<file path="config.mk">
export PLATFORM = sky130hd
export DESIGN_NAME = pkt_serializer
export DESIGN_NICKNAME = d
export VERILOG_FILES = /design/src/rtl/pkt_pkg.sv /design/src/rtl/pkt_pack.sv /design/src/rtl/pkt_serializer.sv
export SDC_FILE = /design/constraint.sdc
export NUM_CORES = 1
export LEC_CHECK = 0
export BUFFER_PORTS_ARGS = -buffer_cell sky130_fd_sc_hd__buf_2
export CAP_MARGIN = 40
export CORE_MARGIN = 3
export CORE_UTILIZATION = 50
export CTS_CLUSTER_DIAMETER = 150
export DETAILED_ROUTE_END_ITERATION = 8
export GPL_ROUTABILITY_DRIVEN = 0
export HOLD_SLACK_MARGIN = 0.12
export PLACE_DENSITY = 0.84
export REMOVE_ABC_BUFFERS = 1
export SLEW_MARGIN = 20
export SYNTH_ARGS = -nofsm -noshare
export SYNTH_HDL_FRONTEND = slang
export SYNTH_HIERARCHICAL = 1
export SYNTH_SLANG_ARGS = --single-unit
export TNS_END_PERCENT = 100
</file>
<file path="constraint.sdc">
create_clock -name clk -period 1.3 [get_ports clk]
set_input_delay 0.065 -clock clk [delete_from_list [all_inputs] [get_ports clk]]
set_output_delay 0.065 -clock clk [all_outputs]
set_load 0.005 [all_outputs]
</file>
<file path="src/rtl/pkt_pkg.sv">
// Shared packet definitions for the serializer and the receive-side parser.
// Byte count, field widths/offsets, field struct, FSM state encoding.
package pkt_pkg;

  localparam int unsigned PAYLOAD_BYTES = 9;
  localparam int unsigned BYTE_W        = 8;
  localparam int unsigned PAYLOAD_W     = PAYLOAD_BYTES * BYTE_W;
  localparam int unsigned CNT_W         = 4;

  localparam int unsigned CMD_W   = 4;
  localparam int unsigned CHAN_W  = 4;
  localparam int unsigned PHASE_W = 21;
  localparam int unsigned WAVE_W  = 2;
  localparam int unsigned FREQ_W  = 20;
  localparam int unsigned CURR_W  = 21;

  localparam int unsigned CURR_LSB  = 0;
  localparam int unsigned FREQ_LSB  = CURR_LSB + CURR_W;
  localparam int unsigned WAVE_LSB  = FREQ_LSB + FREQ_W;
  localparam int unsigned PHASE_LSB = WAVE_LSB + WAVE_W;
  localparam int unsigned CHAN_LSB  = PHASE_LSB + PHASE_W;
  localparam int unsigned CMD_LSB   = CHAN_LSB + CHAN_W;

  typedef struct packed {
    logic [CMD_W-1:0]   cmd;
    logic [CHAN_W-1:0]  channels;
    logic [PHASE_W-1:0] phase;
    logic [WAVE_W-1:0]  waveform;
    logic [FREQ_W-1:0]  frequency;
    logic [CURR_W-1:0]  currents;
  } pkt_fields_t;

  typedef enum logic [1:0] {
    IDLE  = 2'd0,
`ifdef PKT_SER_CKSUM_EN
    CKSUM = 2'd2,
`endif
    SEND  = 2'd1
  } pkt_state_t;

  // Inverse of pkt_pack, for the receive-side parser.
  function automatic pkt_fields_t pkt_unpack(input logic [PAYLOAD_W-1:0] payload);
    pkt_fields_t f;
    f.cmd       = payload[CMD_LSB   +: CMD_W];
    f.channels  = payload[CHAN_LSB  +: CHAN_W];
    f.phase     = payload[PHASE_LSB +: PHASE_W];
    f.waveform  = payload[WAVE_LSB  +: WAVE_W];
    f.frequency = payload[FREQ_LSB  +: FREQ_W];
    f.currents  = payload[CURR_LSB  +: CURR_W];
    return f;
  endfunction

endpackage

</file>
<file path="src/rtl/pkt_pack.sv">
// Combinational packer: field set -> 72-bit payload at the shared bit offsets.
module pkt_pack
  import pkt_pkg::*;
(
  input  pkt_fields_t          fields,
  output logic [PAYLOAD_W-1:0] payload_c
);

  always_comb begin
    payload_c = '0;
    payload_c[CMD_LSB   +: CMD_W]   = fields.cmd;
    payload_c[CHAN_LSB  +: CHAN_W]  = fields.channels;
    payload_c[PHASE_LSB +: PHASE_W] = fields.phase;
    payload_c[WAVE_LSB  +: WAVE_W]  = fields.waveform;
    payload_c[FREQ_LSB  +: FREQ_W]  = fields.frequency;
    payload_c[CURR_LSB  +: CURR_W]  = fields.currents;
  end

endmodule

</file>
<file path="src/rtl/pkt_serializer.sv">
// Packs a field set into a 9-byte payload and streams it MSB-first to a UART TX.
// Define PKT_SER_CKSUM_EN to append an XOR checksum byte; only PAYLOAD_BYTES=9 is supported.
module pkt_serializer #(
  parameter int unsigned PAYLOAD_BYTES = 9
) (
  input  logic                          clk,
  input  logic                          rst_n,
  input  logic                          in_valid,
  output logic                          in_ready,
  input  logic [pkt_pkg::CMD_W-1:0]     pkt_cmd,
  input  logic [pkt_pkg::CHAN_W-1:0]    channels,
  input  logic [pkt_pkg::PHASE_W-1:0]   phase,
  input  logic [pkt_pkg::WAVE_W-1:0]    waveform,
  input  logic [pkt_pkg::FREQ_W-1:0]    frequency,
  input  logic [pkt_pkg::CURR_W-1:0]    currents,
  output logic [pkt_pkg::BYTE_W-1:0]    tx_data,
  output logic                          tx_valid,
  input  logic                          tx_ready,
  output logic                          busy,
  output logic                          pkt_sent
);
  import pkt_pkg::*;

  localparam logic [CNT_W-1:0] LAST_IDX = CNT_W'(PAYLOAD_BYTES - 1);

  pkt_fields_t          fields_c;
  logic [PAYLOAD_W-1:0] payload_c;
  pkt_state_t           state;
  logic [PAYLOAD_W-1:0] shreg;
  logic [CNT_W-1:0]     byte_cnt;
  logic                 accept_c;
  logic                 tx_fire_c;
`ifdef PKT_SER_CKSUM_EN
  logic [BYTE_W-1:0]    cksum;
`endif

  assign fields_c.cmd       = pkt_cmd;
  assign fields_c.channels  = channels;
  assign fields_c.phase     = phase;
  assign fields_c.waveform  = waveform;
  assign fields_c.frequency = frequency;
  assign fields_c.currents  = currents;

  pkt_pack u_pack (
    .fields    (fields_c),
    .payload_c (payload_c)
  );

  assign accept_c  = in_valid && in_ready;
  assign tx_fire_c = tx_valid && tx_ready;

  // The byte on the wire is always the top of the shift register.
  assign tx_data = shreg[PAYLOAD_W-1 -: BYTE_W];

  always_ff @(posedge clk or negedge rst_n) begin
    if (!rst_n) begin
      state    <= IDLE;
      shreg    <= '0;
      byte_cnt <= '0;
      tx_valid <= 1'b0;
      in_ready <= 1'b1;
      busy     <= 1'b0;
      pkt_sent <= 1'b0;
`ifdef PKT_SER_CKSUM_EN
      cksum    <= '0;
`endif
    end else begin
      pkt_sent <= 1'b0;
      case (state)
        IDLE: begin
          if (accept_c) begin
            shreg    <= payload_c;
            byte_cnt <= '0;
`ifdef PKT_SER_CKSUM_EN
            cksum    <= '0;
`endif
            state    <= SEND;
            tx_valid <= 1'b1;
            in_ready <= 1'b0;
            busy     <= 1'b1;
          end
        end

        SEND: begin
          if (tx_fire_c) begin
            shreg <= {shreg[PAYLOAD_W-BYTE_W-1:0], {BYTE_W{1'b0}}};
`ifdef PKT_SER_CKSUM_EN
            cksum <= cksum ^ tx_data;
`endif
            if (byte_cnt == LAST_IDX) begin
              byte_cnt <= '0;
`ifdef PKT_SER_CKSUM_EN
              // Checksum byte rides out through the same shift-register top.
              shreg    <= {cksum ^ tx_data, {(PAYLOAD_W-BYTE_W){1'b0}}};
              state    <= CKSUM;
`else
              state    <= IDLE;
              tx_valid <= 1'b0;
              in_ready <= 1'b1;
              busy     <= 1'b0;
              pkt_sent <= 1'b1;
`endif
            end else begin
              byte_cnt <= byte_cnt + CNT_W'(1);
            end
          end
        end

`ifdef PKT_SER_CKSUM_EN
        CKSUM: begin
          if (tx_fire_c) begin
            shreg    <= '0;
            state    <= IDLE;
            tx_valid <= 1'b0;
            in_ready <= 1'b1;
            busy     <= 1'b0;
            pkt_sent <= 1'b1;
          end
        end
`endif

        default: begin
          state    <= IDLE;
          tx_valid <= 1'b0;
          in_ready <= 1'b1;
          busy     <= 1'b0;
        end
      endcase
    end
  end

endmodule

</file>
### Word level (Yosys, flattened, before mapping)

Cells that the tools add are included.

* $add $sub $neg: 1
* equal/unequal tests: 5
* muxes and demuxes: 22
* reductions and logical operators: 6

Operators by type and width (count)
* $mux 72: 2
* $pmux 72 s2: 1
* $mux 4: 3
* $mux 1: 9
* $pmux 4 s2: 1
* $mux 2: 3
* $ne 2x2->1 const B: 3
* $reduce_and 3->1: 2
* $add 4x1->4 const B: 1
* $eq 4x4->1 const B: 1
* $pmux 1 s2: 2
* $pmux 2 s2: 1
* $eq 2x1->1 const B: 1
* $logic_and 1x1->1: 2
* $logic_not 2->1: 1
* $reduce_bool 2->1: 1

* register bits after elaboration: 81
* word-level logic and storage cells: 40

### Logic depth before layout (Yosys ltp)

* word-level depth: 4
* gate-level depth with buffers: 6
* depth with buffers taken out: 5

### Cells and area by module

The synthesis kept the hierarchy.

Modules (own cells, without submodules)
* pkt_serializer: instances 1, cells an instance 351, area an instance 3756.1 µm², sequential area each 1978.1 µm²
* pkt_pack: instances 1, cells an instance 72, area an instance 540.5 µm², sequential area each 0.0 µm²

### Least setup slack after synthesis

Ideal clock, no wire load.

* path type: register -> register
* start point: register in_ready
* end point: register byte_cnt[3]
* library setup time: 0.126 ns
* data arrival time: 1.338 ns
* path slack: -0.164 ns
* stages on the path, launching flop included: 6
* buffers on the path: 2
* path through: dfstp_2 > and3b_1 > buf_4 > a21oi_2 > buf_4 > a221o_1

* cells in the longest elaborated chain, start to end: 3

Ends and longest elaborated chain
* start, declared: line pkt_serializer.sv:9 `output logic in_ready,`
* start signal, assigned: line pkt_serializer.sv:61 `in_ready <= 1'b1;`
* start signal, assigned: line pkt_serializer.sv:79 `in_ready <= 1'b0;`
* start signal, assigned: line pkt_serializer.sv:99 `in_ready <= 1'b1;`
* $logic_and 1x1->1: line pkt_serializer.sv:49 `assign accept_c = in_valid && in_ready;`
* $ne 2x2->1 (no line)
* $reduce_and 3->1 (no line)
* end signal, assigned: line pkt_serializer.sv:104 `byte_cnt <= byte_cnt + CNT_W'(1);`
* end, declared: line pkt_serializer.sv:30 `logic [CNT_W-1:0] byte_cnt;`

No other way between the ends.
A chain may end at the register's enable or synchronous reset.

==> impl_metrics.env <==
export IMPL_place_hpwl_um=5670
export IMPL_nets=610
export IMPL_antenna_found_initial=0
export IMPL_grtUsageMet3_pct=4.88
export IMPL_cp_start_kind="flop"
export IMPL_cp_arrival_ns=1.67
export IMPL_start_util_pct=51.8
export IMPL_rsz0062_at_grt="true"
export IMPL_critPathTopFamily="buffers and inverters"
export IMPL_synth_top_area_share_pct=45.4
export IMPL_synthCells=423
export IMPL_synthFlopType="dfrtp_1"
export IMPL_holdWs_ns=0.193
export IMPL_powerDensity_mw_per_mm2=1990
export IMPL_drt_pass1_iter_count=4
export IMPL_ys_seq_area_share_pct=46.0
export IMPL_crit_required_ns=1.53
export IMPL_report_final_slew_viol_count=0
export IMPL_path_buf_inv=3
export IMPL_yosysWarnings=6
export IMPL_synthTopCellsByArea="dfrtp_1, buf_4, mux2i_1"
export IMPL_io_buffers=87
export IMPL_synth_edff_count=0
export IMPL_ir_drop_v=0.00112
export IMPL_die_width_um=98.7
export IMPL_coreArea_mm2=0.00830
export IMPL_fill_cells=551
export IMPL_synth_area_per_cell_um2=10.2
export IMPL_grtUsageTotal_pct=23.0
export IMPL_end_kind="flop"
export IMPL_grt_pass1_vias=3690
export IMPL_cp_slowest_cell="dfrtp_4"
export IMPL_die_height_um=98.7
export IMPL_layout_drive_gt1_share_pct=36.3
export IMPL_clock_path_buffers=2
export IMPL_r2r_cells=6
export IMPL_path_clk_slew_ns=0.08
export IMPL_wl_um=12000
export IMPL_grt_use_met1_pct=27.7
export IMPL_fin_area_mm2=0.00596
export IMPL_path_depth=6
export IMPL_viasPerCell=5.55
export IMPL_path_cells="buf_4, nand3b_1, buf_6, clkbuf_16, nand3_1, o21ai_2"
export IMPL_finalHoldViolCount=0
export IMPL_worstMarginPinSlew_ns=0.433
export IMPL_final_setup_tns_ns=-7.44
export IMPL_post_dp_cell_area_mm2=0.00437
export IMPL_clockRootBuffer="clkbuf_8"
export IMPL_met2_usage_pct=40.7
export IMPL_fin_crit_sh_pct=111
export IMPL_finalClockSkew_ns=0.00887
export IMPL_cts_tree="done"
export IMPL_clkLatencyLatePin_ns=0.34
export IMPL_max_cap_violations=0
export IMPL_dp_cells=525
export IMPL_synth_largest_area_cell="dfrtp_1"
export IMPL_failed_checks="setup timing"
export IMPL_htree_levels=3
export IMPL_period_minus_slack_ns=1.45
export IMPL_drcViolationCount=0
export IMPL_crit_fanout=13
export IMPL_async_reset_ff_share_pct=100
export IMPL_cts_made_buffers=9
export IMPL_max_slew_margin_pct=71.1
export IMPL_antenna_cells=0
export IMPL_synthToLayoutAreaGrowth_pct=38.7
export IMPL_final_cell_count_no_fill=642
export IMPL_setup_slack_ns=-0.145
export IMPL_final_setup_viol_count=80
export IMPL_fp_row_count=33
export IMPL_globalRoute_busiestLayer="met2"
export IMPL_grt_max_degree=32
export IMPL_vias=3563
export IMPL_critPathMaxStageDelay_ns=0.49
export IMPL_final_cell_mix="buf_2, dfrtp_1, dlygate4sd3_1"
export IMPL_grt_pass1_wl_um=17900
export IMPL_min_delay_path_class="primary input to async pin"
export IMPL_die_area_mm2=0.00974
export IMPL_routedWlPerCell_um=18.7
export IMPL_cts_sinks=79
export IMPL_layout_commonest_cell="buf_2"
export IMPL_pre_cts_slack_ns=-0.159
export IMPL_ant_nets=0
export IMPL_syn_area_mm2=0.00430
export IMPL_crit_type="flop to flop"
export IMPL_overflow=0
export IMPL_ys_ff_latch=79
export IMPL_drt_iter0_drc=213
export IMPL_yosysUniqueCellTypes=27
export IMPL_cellLeakagePower_uw=0.00300
export IMPL_num_io_pins=88
export IMPL_status="finished with violations"
export IMPL_fmax_mhz=692
-- final timing paths --
path | start | slack, ns | end
hold reg to reg | shreg[9] | 0.51 | shreg[9]
setup reg to reg | busy | -0.15 | shreg[8]
setup / recovery | busy | -0.15 | shreg[8]
hold / removal | rst_n | 0.19 | shreg[65]
min in group clk | in_valid | 0.39 | busy
max in group asynchronous | rst_n | 0.52 | shreg[36]
-- cell type report --
cell class                      instances  area (µm²)  share of cell area, %
Timing Repair Buffer                  210        1880                   31.5
Clock buffer                           14         173                   2.90
Inverter                                5        18.8                  0.315
Clock inverter                          2        37.5                  0.630
Sequential cell                        79        1980                   33.3
Multi-Input combinational cell        227        1740                   29.2
Tap cell                              105         131                   2.20
-- per-layer routing --
metal  vias up  share of wire (%)
li1       1626                  -
met1      1761                 39
met2       146                 53
met3        30                5.2
met4         0                2.7
met5         -                  0
-- kinds of logic (layout without fill, tap and decap cells) --
logic type               after synthesis  in the layout  share of synthesized area [%]
adder cells (fa/ha/maj)                2              2                          0.582
buffers and inverters                117            231                           18.4
flip-flops                            79             79                           46.0
AO/OA/AOI/OAI                         80             80                           10.4
multiplexers                          64             64                           14.9
AND/OR/NAND/NOR                       81             81                           9.73
-- power breakdown --
part	total, µW	internal [µW]	leakage (µW)	switching [µW]
clock network	1920	1050	0.000103	875
registers	4090	3450	0.00101	637
logic	5880	3060	0.00188	2820
total	11900	7550	0.00300	4330
-- Yosys cell counts (2+ instances only) --
master / number
buf_2: 16
buf_4: 86
nand3_1: 69
o21ai_1: 7
clkbuf_1: 9
o21ai_0: 60
ha_1: 2
mux2i_1: 64
dfrtp_1: 78
a22o_1: 8
inv_1: 5
nand2_1: 4
-- metrics by stage --
step                total power [µW]  util (%)
floorplan                       6000         -
global placement                7630      52.7
detailed placement              7840      52.7
CTS                            11000      68.6
global route                   12600      71.8
finish                         11900      71.8
-- flip-flops by register name, summed over array words and instances, names as in the netlist --
register  cells
byte_cnt      4
pkt_sent      1
busy          1
in_ready      1
shreg        72
-- worst reg2reg max path: cells and delay by family (launching register included) --
| kind | cells | cell delay, ns |
|---|---|---|
| AOI/OAI and AO/OA | 1 | 0.06 |
| buffers and inverters | 3 | 0.51 |
| DFF | 1 | 0.49 |
| and+or+nand+nor | 2 | 0.29 |
-- repair_timing --
item / 4_1_cts / 5_1_grt
hold endpoints to repair: 153 / 0
cloned: 4 / 4
hold buffers: 75 / 0
pin swaps: 9 / 8
setup endpoints to repair: 77 / 81
gates resized for setup: 55 / 81
buffers inserted: 15 / 5
Note: power is estimated with default switching activity, not from simulation.
